[src/rtl/quadrature_encoder_emulator.sv]
// quadrature_encoder_emulator
// Turns signed step-count / edge-period move commands into x4 incremental
// encoder A/B outputs. One step is one quadrature edge. The A/B phase and the
// position count persist across moves and are cleared only by rst.
module quadrature_encoder_emulator #(
    parameter int CNT_W = 32,
    parameter int PER_W = 16
) (
    input  logic                    clk,
    input  logic                    rst,
    input  logic                    cmd_valid,
    output logic                    cmd_ready,
    input  logic signed [CNT_W-1:0] cmd_steps,
    input  logic        [PER_W-1:0] cmd_period,
    input  logic                    abort,
    output logic                    A,
    output logic                    B,
    output logic                    edge_stb,
    output logic                    direction,
    output logic                    busy,
    output logic                    done,
    output logic signed [CNT_W-1:0] position
);

    localparam logic [CNT_W-1:0] ZERO_CNT = {CNT_W{1'b0}};
    localparam logic [CNT_W-1:0] ONE_CNT  = {{(CNT_W-1){1'b0}}, 1'b1};
    localparam logic [PER_W-1:0] ZERO_PER = {PER_W{1'b0}};
    localparam logic [PER_W-1:0] ONE_PER  = {{(PER_W-1){1'b0}}, 1'b1};

    typedef enum logic [0:0] {
        ST_IDLE = 1'b0,
        ST_RUN  = 1'b1
    } state_e;

    state_e           state_q, state_d;
    logic [CNT_W-1:0] rem_q,   rem_d;
    logic [PER_W-1:0] per_q,   per_d;
    logic [PER_W-1:0] timer_q, timer_d;
    logic [CNT_W-1:0] pos_q,   pos_d;
    logic             a_q,     a_d;
    logic             b_q,     b_d;
    logic             edge_q,  edge_d;
    logic             dir_q,   dir_d;
    logic             done_q,  done_d;

    logic [CNT_W-1:0] steps_mag_s;
    logic [PER_W-1:0] per_eff_s;
    logic             emit_s;
    logic             emit_fwd_s;
    logic [1:0]       phase_next_s;

    // Next {A,B} one quadrature step away from ab.
    // Forward walks 00->10->11->01, reverse walks the same ring backwards,
    // so exactly one channel toggles per step.
    function automatic logic [1:0] next_phase(input logic [1:0] ab, input logic fwd);
        logic [1:0] nxt;
        if (fwd) begin
            nxt = {~ab[0], ab[1]};
        end else begin
            nxt = {ab[0], ~ab[1]};
        end
        return nxt;
    endfunction

    // Magnitude of the commanded step count; unsigned so the most negative value is exact.
    always_comb begin
        if (cmd_steps[CNT_W-1]) begin
            steps_mag_s = $unsigned(~cmd_steps) + ONE_CNT;
        end else begin
            steps_mag_s = $unsigned(cmd_steps);
        end
    end

    // A zero period would never produce an edge, so it runs at one clock per edge.
    always_comb begin
        if (cmd_period == ZERO_PER) begin
            per_eff_s = ONE_PER;
        end else begin
            per_eff_s = cmd_period;
        end
    end

    // Move sequencing: accept, edge timing, completion and abort.
    always_comb begin
        state_d    = state_q;
        rem_d      = rem_q;
        per_d      = per_q;
        timer_d    = timer_q;
        dir_d      = dir_q;
        done_d     = 1'b0;
        emit_s     = 1'b0;
        emit_fwd_s = dir_q;
        case (state_q)
            ST_IDLE: begin
                if (cmd_valid) begin
                    dir_d = ~cmd_steps[CNT_W-1];
                    per_d = per_eff_s;
                    if (steps_mag_s == ZERO_CNT) begin
                        // Empty move: acknowledge with done, never leave IDLE.
                        done_d = 1'b1;
                    end else begin
                        state_d = ST_RUN;
                        if (per_eff_s == ONE_PER) begin
                            // First edge is due one cycle after accept, so emit it now.
                            emit_s     = 1'b1;
                            emit_fwd_s = ~cmd_steps[CNT_W-1];
                            rem_d      = steps_mag_s - ONE_CNT;
                            timer_d    = ONE_PER;
                        end else begin
                            // timer counts cycles left until the next edge decision.
                            rem_d   = steps_mag_s;
                            timer_d = per_eff_s - ONE_PER;
                        end
                    end
                end else begin
                    state_d = ST_IDLE;
                end
            end
            ST_RUN: begin
                if (abort) begin
                    // Stop without further edges and without done.
                    state_d = ST_IDLE;
                end else if (rem_q == ZERO_CNT) begin
                    // Last edge is on the outputs this cycle; finish the move.
                    state_d = ST_IDLE;
                    done_d  = 1'b1;
                end else if (timer_q == ONE_PER) begin
                    emit_s  = 1'b1;
                    rem_d   = rem_q - ONE_CNT;
                    timer_d = per_q;
                end else begin
                    timer_d = timer_q - ONE_PER;
                end
            end
            default: begin
                state_d = ST_IDLE;
            end
        endcase
    end

    // Phase, strobe and position update for an edge decided this cycle.
    always_comb begin
        phase_next_s = next_phase({a_q, b_q}, emit_fwd_s);
        if (emit_s) begin
            a_d    = phase_next_s[1];
            b_d    = phase_next_s[0];
            edge_d = 1'b1;
            if (emit_fwd_s) begin
                pos_d = pos_q + ONE_CNT;
            end else begin
                pos_d = pos_q - ONE_CNT;
            end
        end else begin
            a_d    = a_q;
            b_d    = b_q;
            edge_d = 1'b0;
            pos_d  = pos_q;
        end
    end

    // State and output registers; rst discards any move in progress.
    always_ff @(posedge clk or posedge rst) begin
        if (rst) begin
            state_q <= ST_IDLE;
            rem_q   <= ZERO_CNT;
            per_q   <= ONE_PER;
            timer_q <= ONE_PER;
            pos_q   <= ZERO_CNT;
            a_q     <= 1'b0;
            b_q     <= 1'b0;
            edge_q  <= 1'b0;
            dir_q   <= 1'b0;
            done_q  <= 1'b0;
        end else begin
            state_q <= state_d;
            rem_q   <= rem_d;
            per_q   <= per_d;
            timer_q <= timer_d;
            pos_q   <= pos_d;
            a_q     <= a_d;
            b_q     <= b_d;
            edge_q  <= edge_d;
            dir_q   <= dir_d;
            done_q  <= done_d;
        end
    end

    assign cmd_ready = (state_q == ST_IDLE);
    assign busy      = (state_q == ST_RUN);
    assign A         = a_q;
    assign B         = b_q;
    assign edge_stb  = edge_q;
    assign direction = dir_q;
    assign done      = done_q;
    assign position  = pos_q;

endmodule

[config.mk]
export PLATFORM = sky130hd
export DESIGN_NAME = quadrature_encoder_emulator
export DESIGN_NICKNAME = d
export VERILOG_FILES = /design/src/rtl/quadrature_encoder_emulator.sv
export SDC_FILE = /design/constraint.sdc
export NUM_CORES = 1
export LEC_CHECK = 0
export BUFFER_PORTS_ARGS = -buffer_cell sky130_fd_sc_hd__buf_2
export CORE_UTILIZATION = 40
export CTS_BUF_LIST = sky130_fd_sc_hd__clkbuf_8
export DETAILED_ROUTE_END_ITERATION = 10
export PLACE_DENSITY_LB_ADDON = 0.25
export SYNTH_ARGS = -nofsm -noshare
export SYNTH_HDL_FRONTEND = slang
export SYNTH_SLANG_ARGS = --single-unit
[constraint.sdc]
create_clock -name clk -period 9.6 [get_ports clk]
set_input_delay 0.48 -clock clk [delete_from_list [all_inputs] [get_ports clk]]
set_output_delay 0.48 -clock clk [all_outputs]
set_load 0.02 [all_outputs]
; ---- Word-level counts from Yosys, hierarchy flattened
; Index checks and enable logic that the tools add are counted.
; Widths: inputs -> output; s select.
[totals]
elab_cells = 75
latchBits = 0
romBits = 0
ram_bits = 0
in_bits = 52
out_inout_bits = 39
n_memories = 0
register_bits = 102
[op_classes]
eq_ne = 7
n_addsub = 7
n_mul = 0
n_reduce_logical = 6
n_shift = 0
muxes = 40
n_lt_le_gt_ge = 0
div = 0
bitwise_logic = 5
[op_table]
columns = operator, n
row1 = $mux 32, 8
row2 = $mux 16, 7
row3 = $sub 32x1->32 const B, 3
row4 = $add 32x1->32 const B, 2
row5 = $logic_not 32->1, 2
row6 = $pmux 32 s2, 1
row7 = $eq 16x1->1 const B, 2
row8 = $not 32->32, 1
row9 = $pmux 16 s2, 1
row10 = $sub 16x1->16 const B, 2
row11 = $mux 1, 19
row12 = $logic_not 16->1, 1
row13 = $ne 2x2->1 const B, 4
row14 = $pmux 1 s2, 3
row15 = $reduce_and 5->1, 1
row16 = $not 1->1, 4
row17 = $reduce_and 4->1, 1
row18 = $mux 2, 1
row19 = $ne 2x1->1 const B, 1
row20 = $reduce_and 2->1, 1

; ---- Depth between registers and ports, before layout
; Gate-level depths: netlist of the first run.
[depth]
ltp_word = 8
mapped_depth = 24
depth_no_buf = 19

; ---- Least setup slack after synthesis of the first run
; OpenSTA, ideal clock, no wires.
[synth_path]
kind = input port to flip-flop
start = input port cmd_steps[0]
end = register pos_q[26] (netlist: position[26])
n_path_buf = 3
path_stages = 21
path_slack_ns = 4.317
arrival_time_ns = 5.152
setup_time_ns = 0.131
required_ns = 9.469
cell_sequence = buf_2 -> inv_1 -> ha_1 -> nor3b_2 -> nand3_1 -> or4_1 -> a21oi_1 -> o2111ai_1 -> or4_4 -> a21oi_4 -> nor2_2 -> buf_2 -> buf_2 -> xnor2_1 -> ha_1 -> and2_1 -> and3_1 -> o31a_1 -> o21bai_4 -> mux2i_1 -> xnor2_1
[synth_between]
elab_chain_len = 8
word_cells_on_any_way = 11
classes_between = 1 x add/sub / 8 x mux / 1 x bitwise / 1 x reduce/logical
[synth_rtl]
columns = item, line_no
row1 = "start, declared", 13  ; input logic signed [CNT_W-1:0] cmd_steps,
row2 = $not 32->32, 68  ; steps_mag_s = $unsigned(~cmd_steps) + ONE_CNT;
row3 = $add 32x1->32, 68
row4 = $mux 32 (*), 67  ; if (cmd_steps[CNT_W-1]) begin
row5 = $logic_not 32->1 (*), 98  ; if (steps_mag_s == ZERO_CNT) begin
row6 = $mux 1, 98
row7 = $mux 1, 95  ; if (cmd_valid) begin
row8 = $mux 1, 93  ; case (state_q)
row9 = $mux 32, 148  ; if (emit_fwd_s) begin
row10 = "end signal, assigned", 179  ; pos_q <= pos_d;
row11 = "end, declared", 39  ; logic [CNT_W-1:0] pos_q, pos_d;
; Every way passes the cells marked *; elsewhere a longest branch is shown, timed or not.
; A chain may end at the register's enable or synchronous reset.

; ---- Final worst setup path of the first run
[layout_path]
start = input port cmd_steps[0]
end = register pos_q[24] (netlist: position[24])
; Same word-level chain as after synthesis.

==> flow_metrics.env, run 1 <==
export IMPL_critPathMaxStageDelay_ns=0.61
export IMPL_synthArstFlopShare=1.00
export IMPL_track_usage=0.236
export IMPL_synth_area_um2=8630
export IMPL_finalSetupTns_ns=0
export IMPL_netlist_instances=1134
export IMPL_critPathKind="input port to register"
export IMPL_cts_tree="yes"
export IMPL_grtUsageMet1=0.359
export IMPL_grt_max_degree=73
export IMPL_clock_path_buffers=2
export IMPL_min_period_over_period=0.576
export IMPL_drt_first_pass_iters=5
export IMPL_cp_max_fo=35
export IMPL_cp_slowest_cell="or4_4"
export IMPL_drc_errors=0
export IMPL_ys_flop_type="dfrtp_1"
export IMPL_hold_viol_final=0
export IMPL_arrival_ns=5.88
export IMPL_nNetsFinal=1237
export IMPL_htreeDepth=3
export IMPL_cp_cell_sequence="buf_2 -> inv_1 -> ha_1 -> nor3b_2 -> nand3_1 -> or4_1 -> a21oi_1 -> o2111ai_1 -> or4_4 -> a21oi_4 -> nor2_2 -> buf_4 -> xnor2_1 -> ha_1 -> and2_1 -> and3_1 -> nand2_1 -> nor3_1 -> a21o_1 -> mux2i_1 -> xnor2_1"
export IMPL_finalNonFillerCells=1457
export IMPL_diodes=0
export IMPL_gr_total_overflow=0
export IMPL_preCtsSetupSlack_ns=3.72
export IMPL_mostFrequentLayoutCell="nand2_1"
export IMPL_wl_per_cell_um=17.5
export IMPL_post_cts_buffers=0
export IMPL_syn_nets=1194
export IMPL_irDropWorstVdd_v=0.0000739
export IMPL_io_pins=91
export IMPL_clock_latency_ns=0.42
export IMPL_globalRoute_busiestLayer="met1"
export IMPL_synthToLayoutAreaGrowth_pct=9.14
export IMPL_vias=8593
export IMPL_cts_buffers=9
export IMPL_synth_top_area_frac=0.290
export IMPL_synth_warnings=0
export IMPL_leakagePower_nw=3.82
export IMPL_max_slew_worst_pin_slew_ns=0.997
export IMPL_rows=53
export IMPL_start_util=0.409
export IMPL_outcome="completed"
export IMPL_io_buffers=90
export IMPL_max_cap_violations=0
export IMPL_final_cell_mix="nand2_1, nor2_1, dfrtp_1"
export IMPL_seq_area_frac_synth=0.296
export IMPL_multiInputGateArea_um2=5710
export IMPL_regArea_um2=2560
export IMPL_hold_ws_ns=0.0647
export IMPL_drt_initial_drc_count=837
export IMPL_use_met2=0.349
export IMPL_antenna_found_initial=0
export IMPL_synth_area_leader_cell="dfrtp_1"
export IMPL_period_needed_ns=5.53
export IMPL_fill_cells=2162
export IMPL_cts_root_buf="clkbuf_8"
export IMPL_hp_class="input port to asynchronous set/reset pin"
export IMPL_syn_area_per_cell_um2=7.61
export IMPL_setup_ws_ns=4.07
export IMPL_dp_hpwl_um=18200
export IMPL_yosys_top_cells_area="dfrtp_1, xnor2_1, nand2_1"
export IMPL_clock_skew_ns=0.0226
export IMPL_grt_pass1_wl_um=42100
export IMPL_start_kind="input port"
export IMPL_endpoint_kind="register"
export IMPL_path_clk_slew_ns=0.13
export IMPL_ant_nets=0
export IMPL_die_y_um=149
export IMPL_maxSlewHeadroom=0.334
export IMPL_dp_cells=1441
export IMPL_first_global_vias=7728
export IMPL_synthDistinctLibCells=80
export IMPL_floorplan_die_area_um2=22200
export IMPL_cts_resized=0
export IMPL_ctsHoldBuffers=0
export IMPL_crit_required_ns=9.95
export IMPL_rsz0062_at_grt="false"
export IMPL_die_w_um=149
export IMPL_slew_violations=0
export IMPL_wirelength_um=25400
export IMPL_synth_seq_cells=102
export IMPL_power_density_nw_per_um2=140
export IMPL_viasPerCell=5.90
export IMPL_clkSinkCount=102
export IMPL_core_area_um2=21100
export IMPL_place_congestion=0.932
export IMPL_finalSetupViolCount=0
export IMPL_fmax_mhz=181
export IMPL_synth_edf_count=0
export IMPL_p_total_mw=1.32
export IMPL_drive_gt1_frac=0.128
export IMPL_use_met3=0.0358
-- flip-flops by register name, indices dropped and copies added (netlist names) --
register / count
position: 32
rem_q: 32
per_q: 16
timer_q: 16
A: 1
B: 1
busy: 1
direction: 1
done: 1
edge_stb: 1
-- metal layers --
metal | vias to the layer above | part of all wire | wire length (um)
met5 | - | 0 | 0
li1 | 4215 | - | -
met2 | 270 | 0.44 | 11100
met4 | 0 | 0.0097 | 246
met3 | 22 | 0.050 | 1270
met1 | 4086 | 0.50 | 12800
-- synthesized netlist by cell type (all sizes together), types with 14 or more instances --
cell / count
clkbuf: 53
or4: 22
a21oi: 84
nand4: 28
nor4: 48
inv: 23
o21ai: 66
nor3: 52
xnor2: 73
and3: 15
nand2: 128
xor2: 40
nand3: 55
nor2: 118
or3: 14
dfrtp: 100
o22ai: 17
-- kinds of logic (layout without fill, tap and decap cells) --
group / Yosys count / after routing / share of synthesized area
multiplexers: 14 / 14 / 0.0167
AND/OR/NAND/NOR: 548 / 548 / 0.331
AO/OA/AOI/OAI: 259 / 259 / 0.188
flip-flops: 102 / 102 / 0.296
adder cells (fa/ha/maj): 8 / 8 / 0.0116
XOR/XNOR: 113 / 113 / 0.115
buffers and inverters: 90 / 138 / 0.0418
-- per-stage QoR --
step           area, um2   util
4_1_cts             9420  0.446
5_1_grt             9420  0.446
3_3_place_gp        9220  0.437
3_5_place_dp        9220  0.437
2_1_floorplan       8630      -
6_report            9420  0.446
-- cell type report --
class,instances,area share
clock buffers,9,0.0132
clock inverters,7,0.00811
inverters,24,0.00983
multi-input cells,942,0.607
flip-flops and latches,102,0.271
well taps,275,0.0365
repair buffers,98,0.0542
-- power breakdown --
| part | total (mW) | internal [mW] | switching [mW] |
|---|---|---|---|
| combinational | 0.416 | 0.166 | 0.251 |
| sequential | 0.607 | 0.513 | 0.0942 |
| clock | 0.298 | 0.106 | 0.192 |
| total | 1.32 | 0.784 | 0.538 |
-- worst max-delay path, delay by kind of cell --
| family | cells | cell delay, ns |
|---|---|---|
| buffers and inverters | 3 | 0.52 |
| multiplexers | 1 | 0.24 |
| XOR/XNOR | 2 | 0.31 |
| adder cells (fa/ha/maj) | 2 | 0.58 |
| AND/OR/NAND/NOR | 9 | 2.93 |
| AO/OA/AOI/OAI | 4 | 0.82 |
-- path summary, 6_finish.rpt --
kind / start / end / slack [ns] / cells past startpoint
max: cmd_steps[0] / position[24] / 4.07 / 21
min: rst / position[7] / 0.06 / 2
max reg2reg: busy / position[24] / 5.59 / 15
min reg2reg: per_q[10] / per_q[10] / 0.49 / 2
max in group asynchronous: rst / busy / 8.23 / 3
min in group clk: cmd_period[8] / per_q[8] / 0.31 / 3
(Power assumes the default switching activity.)
==> run 2: changes to the inputs <==
--- a/config.mk
+++ b/config.mk
@@ -5,6 +5,7 @@
 export SDC_FILE = /design/constraint.sdc
 export NUM_CORES = 1
 export LEC_CHECK = 0
+export ABC_AREA = 1
 export BUFFER_PORTS_ARGS = -buffer_cell sky130_fd_sc_hd__buf_2
 export CORE_UTILIZATION = 40
 export CTS_BUF_LIST = sky130_fd_sc_hd__clkbuf_8
==> constraint.sdc (replaced) <==
create_clock -name clk -period 5.64 [get_ports clk]
set_input_delay 0.282 -clock clk [delete_from_list [all_inputs] [get_ports clk]]
set_output_delay 0.282 -clock clk [all_outputs]
set_load 0.02 [all_outputs]
==> run 2 against run 1 <==
Final cell count increased by 37%. Synthesized cell count increased by 41%. Hold slack got worse by 0.081 ns. Sequential cell count unchanged. The run now ends with negative hold slack left. Clock-buffer cell count unchanged. Highest routed layer unchanged.
==> flow_metrics.env, run 2 <==
export IMPL_diodes=0
export IMPL_mostFrequentLayoutCell="nand2_1"
export IMPL_synth_edf_count=0
export IMPL_hold_viol_final=13
export IMPL_reg2reg_to="rem_q[16]"
export IMPL_seq_area_frac_synth=0.263
export IMPL_cp_buffers_inverters=8
export IMPL_io_pins=91
export IMPL_cts_tree="yes"
export IMPL_finalSetupTns_ns=0
export IMPL_r2r_slack_ns=1.83
export IMPL_synth_top_area_frac=0.258
export IMPL_syn_area_per_cell_um2=6.05
export IMPL_leakagePower_nw=5.23
export IMPL_max_slew_worst_pin_slew_ns=1.12
export IMPL_dp_cells=1977
export IMPL_cts_resized=0
export IMPL_drive_gt1_frac=0.108
export IMPL_arrival_ns=4.70
export IMPL_drt_first_pass_iters=5
export IMPL_cts_buffers=9
export IMPL_clock_skew_ns=0.0184
export IMPL_cp_common_cell="nand2_1"
export IMPL_track_usage=0.242
export IMPL_clkSinkCount=102
export IMPL_synth_most_common_cell="nand2_1"
export IMPL_power_density_nw_per_um2=262
export IMPL_post_dp_cell_area_um2=10400
export IMPL_irDropWorstVdd_v=0.000114
export IMPL_clock_latency_ns=0.41
export IMPL_start_kind="input port"
export IMPL_hold_ws_ns=-0.0162
export IMPL_final_cell_mix="nand2_1, nor2_1, inv_1"
export IMPL_fmax_mhz=228
export IMPL_post_cts_buffers=0
export IMPL_grt_max_degree=57
export IMPL_io_buffers=90
export IMPL_core_area_um2=23600
export IMPL_period_needed_ns=4.39
export IMPL_crit_required_ns=5.95
export IMPL_first_global_vias=9550
export IMPL_preCtsSetupSlack_ns=0.820
export IMPL_maxSlewHeadroom=0.250
export IMPL_synth_seq_cells=102
export IMPL_slew_violations=0
export IMPL_synth_warnings=0
export IMPL_violations="negative hold slack"
export IMPL_finalSetupViolCount=0
export IMPL_synthArstFlopShare=1.00
export IMPL_netlist_top_cells_count="nand2_1, nor2_1, inv_1"
export IMPL_drc_errors=0
export IMPL_gr_total_overflow=0
export IMPL_finalNonFillerCells=1993
export IMPL_clock_path_buffers=2
export IMPL_cp_slowest_cell="nor4_1"
export IMPL_wirelength_um=29000
export IMPL_hp_class="input port to asynchronous set/reset pin"
export IMPL_ant_nets=0
export IMPL_critPathMaxStageDelay_ns=0.58
export IMPL_yosys_top_cells_area="dfrtp_1, nand2_1, nor2_1"
export IMPL_dp_hpwl_um=22200
export IMPL_nNetsFinal=1729
export IMPL_die_y_um=158
export IMPL_max_cap_violations=0
export IMPL_synth_area_um2=9700
export IMPL_drt_initial_drc_count=656
export IMPL_outcome="finished with violations"
export IMPL_start_util=0.411
export IMPL_place_congestion=0.952
export IMPL_rsz0062_at_grt="false"
export IMPL_ff2ff_path_depth=12
export IMPL_antenna_found_initial=0
export IMPL_synthToLayoutAreaGrowth_pct=9.32
export IMPL_rows=56
export IMPL_critPathKind="input port to register"
export IMPL_wl_per_cell_um=14.5
export IMPL_synth_area_leader_cell="dfrtp_1"
export IMPL_fin_util=0.449
export IMPL_ctsHoldBuffers=0
export IMPL_floorplan_die_area_um2=24900
export IMPL_die_w_um=158
export IMPL_finish_instance_area_um2=10600
export IMPL_grt_pass1_wl_um=48000
export IMPL_synthDistinctLibCells=48
export IMPL_p_total_mw=2.78
export IMPL_htreeDepth=3
export IMPL_min_period_over_period=0.778
export IMPL_endpoint_kind="register"
export IMPL_fill_cells=2562
export IMPL_netlist_instances=1604
export IMPL_crit_family="simple AND/OR/NAND/NOR gates"
export IMPL_setup_ws_ns=1.25
export IMPL_timing_rr_start="timer_q[4]"
export IMPL_ys_flop_type="dfrtp_1"
export IMPL_cp_max_fo=51
export IMPL_viasPerCell=5.22
export IMPL_cts_root_buf="clkbuf_8"
export IMPL_path_clk_slew_ns=0.12
export IMPL_syn_nets=1664
export IMPL_vias=10410
-- run 2: cell types whose count changed in the layout (fill, tap and decap cells not counted), sizes merged, moves of 24 or more --
cell,previous run,this run
nand2,128,481
inv,29,214
nor2,118,222
o21ai,66,150
nand3,55,124
xnor2,73,14
a21oi,84,43
nor4,48,13
nor3,52,28
-- run 2: how the worst max path moves through the flow --
| stage | startpoint | to | slack [ns] | cells after the start |
|---|---|---|---|---|
| after floorplan | cmd_period[8] | position[30] | 2.18 | 30 |
| after global placement | cmd_period[9] | position[27] | 0.87 | 28 |
| after detailed placement | cmd_period[8] | position[27] | 0.82 | 28 |
| after CTS | cmd_period[8] | position[27] | 1.26 | 28 |
| after global routing | cmd_period[9] | position[31] | 0.78 | 29 |
| final | cmd_period[8] | position[27] | 1.25 | 28 |
-- run 2: area by class of cell --
class	instances	area, um2	area share
inverter	214	808	0.0763
timing repair buffer	96	495	0.0467
clock buffer	9	124	0.0117
multi-input combinational	1246	6120	0.578
sequential	102	2560	0.241
clock inverter	7	92.6	0.00873
tap	319	399	0.0377
-- run 2: logic make-up after synthesis --
logic type,after synthesis,share of synthesized area
buffers and inverters,256,0.105
DFF,102,0.263
AOI/OAI and AO/OA,265,0.157
adders and majority gates,8,0.0103
muxes,2,0.00232
xor gates and xnor gates,50,0.0459
and+or+nand+nor,921,0.416
-- run 2: power breakdown --
group | internal (mW) | switching (mW)
clock | 0.216 | 0.312
combinational | 0.403 | 0.823
sequential | 0.876 | 0.150
total | 1.50 | 1.29
-- run 2: per-layer routing --
| metal | global-route usage | vias up | wire, um |
|---|---|---|---|
| li1 | - | 5361 | - |
| met1 | 0.328 | 4731 | 14100 |
| met2 | 0.399 | 274 | 13100 |
| met3 | 0.0293 | 44 | 1190 |
| met4 | 0.0712 | 0 | 589 |
| met5 | 0 | - | 0 |
==> run 3: changes to the inputs <==
==> constraint.sdc (replaced) <==
create_clock -name clk -period 4.1 [get_ports clk]
set_input_delay 0.205 -clock clk [delete_from_list [all_inputs] [get_ports clk]]
set_output_delay 0.205 -clock clk [all_outputs]
set_load 0.02 [all_outputs]
==> run 3 against run 2 <==
The run now ends clean. Routed wire length fell by 0.88%. Combinational power rose by 39%. Clock skew rose by 0.011 ns. Total power rose by 37%. Critical endpoint is now position[26]. Register-to-register slack got worse by 0.97 ns. Final area rose by 1.2%. Sequential share of layout area fell by 0.29 points. Via count barely moved. Core utilization rose by 0.55 points. Largest cell class unchanged. Hold slack improved by 0.045 ns. Sequential power rose by 36%.
==> flow_metrics.env, run 3 (synthesis gave the netlist of run 2 again) <==
export IMPL_rsz0062_at_grt="false"
export IMPL_clock_latency_ns=0.42
export IMPL_drc_errors=0
export IMPL_drt_first_pass_iters=5
export IMPL_critPathKind="input port to register"
export IMPL_period_needed_ns=3.56
export IMPL_multiInputGateArea_um2=6120
export IMPL_fin_util=0.454
export IMPL_dp_cells=1994
export IMPL_viasPerCell=5.17
export IMPL_maxSlewHeadroom=0.336
export IMPL_gr_total_overflow=0
export IMPL_slew_violations=0
export IMPL_clock_path_buffers=2
export IMPL_synthToLayoutAreaGrowth_pct=10.6
export IMPL_place_congestion=0.925
export IMPL_finalNonFillerCells=2011
export IMPL_ant_nets=0
export IMPL_timing_rr_start="rem_q[0]"
export IMPL_core_area_um2=23600
export IMPL_hold_ws_ns=0.0292
export IMPL_rows=56
export IMPL_io_buffers=90
export IMPL_setup_ws_ns=0.543
export IMPL_path_clk_slew_ns=0.14
export IMPL_die_y_um=158
export IMPL_min_path_cells=3
export IMPL_cts_resized=0
export IMPL_grt_pass1_wl_um=47500
export IMPL_arrival_ns=3.88
export IMPL_grt_max_degree=56
export IMPL_dp_hpwl_um=22300
export IMPL_hold_viol_final=0
export IMPL_cts_buffers=9
export IMPL_htreeDepth=3
export IMPL_max_cap_violations=0
export IMPL_fill_cells=2551
export IMPL_cp_max_fo=39
export IMPL_start_util=0.411
export IMPL_final_cell_mix="nand2_1, nor2_1, inv_1"
export IMPL_first_global_vias=9545
export IMPL_regArea_um2=2560
export IMPL_diodes=0
export IMPL_cts_tree="yes"
export IMPL_start_kind="input port"
export IMPL_wirelength_um=28700
export IMPL_cts_root_buf="clkbuf_8"
export IMPL_vias=10406
export IMPL_outcome="completed"
export IMPL_finalSetupViolCount=0
export IMPL_critPathLaunch="cmd_period[8]"
export IMPL_nNetsFinal=1747
export IMPL_leakagePower_nw=5.31
export IMPL_drt_initial_drc_count=605
export IMPL_wl_per_cell_um=14.3
export IMPL_power_density_nw_per_um2=355
export IMPL_hp_start="cmd_period[10]"
export IMPL_die_w_um=158
export IMPL_min_period_over_period=0.868
export IMPL_ff2ff_path_depth=13
export IMPL_mostFrequentLayoutCell="nand2_1"
export IMPL_floorplan_die_area_um2=24900
export IMPL_clock_skew_ns=0.0298
export IMPL_clkSinkCount=102
export IMPL_io_pins=91
export IMPL_irDropWorstVdd_v=0.000151
export IMPL_antenna_found_initial=0
export IMPL_fmax_mhz=281
export IMPL_drive_gt1_frac=0.116
export IMPL_endpoint_kind="register"
export IMPL_crit_required_ns=4.42
export IMPL_post_cts_buffers=0
export IMPL_max_slew_worst_pin_slew_ns=0.993
export IMPL_finalSetupTns_ns=0
export IMPL_hp_class="input port to register"
export IMPL_track_usage=0.238
export IMPL_preCtsSetupSlack_ns=0.153
run 3: routing by layer:
layer	global-route usage	vias up	routed length (um)
li1	-	5402	-
met4	0.0647	0	477
met1	0.323	4716	13900
met3	0.0260	28	1130
met5	0	-	0
met2	0.400	260	13200
run 3: final timing paths:
check,slack [ns],to
max in group asynchronous,2.93,busy
setup / recovery,0.54,position[26]
hold reg to reg,0.49,per_q[15]
min in group asynchronous,0.28,position[21]
setup reg to reg,0.86,timer_q[5]
hold / removal,0.03,per_q[10]
run 3: power breakdown:
group          switching [mW]  total [mW]  internal [mW]
logic                    1.14        1.71          0.575
clock network           0.447       0.693          0.245
registers               0.197        1.40           1.21
run 3: what timing repair did:
item	4_1_cts	5_1_grt
hold buffers	1	0
endpoints found under the hold margin	24	0
endpoints found under the setup margin	0	0
run 3: stage by stage:
stage                     power [mW]  instance area, um2
after CTS                       3.82               10700
after floorplan                 2.69                9700
after global placement          3.09               10500
final                           3.81               10700
after global routing            4.15               10700
after detailed placement        3.11               10500
run 3: cell type report:
type                            instances  share of cell area
Sequential cell                       102               0.238
Clock inverter                          7             0.00781
Inverter                              214              0.0753
Tap cell                              319              0.0372
Multi-Input combinational cell       1246               0.571
Clock buffer                            9              0.0115
Timing Repair Buffer                  114              0.0590
run 3: critical path, cell delays in order:
cell,delay [ns]
buf_2,0.12
nor2_1,0.17
inv_1,0.06
nor4_1,0.28
buf_4,0.19
and3_1,0.14
inv_1,0.05
nor3_1,0.13
nor2_1,0.07
inv_1,0.08
ha_1,0.16
nand4_1,0.14
o21ai_0,0.21
inv_1,0.10
nand3_4,0.17
nand2_8,0.10
inv_4,0.34
buf_4,0.24
nand2_1,0.05
nand2_1,0.13
nor2_1,0.08
nand2_1,0.12
o21ai_0,0.08
a21oi_1,0.20
nand3_1,0.10
nand3_1,0.09
nand2_1,0.06
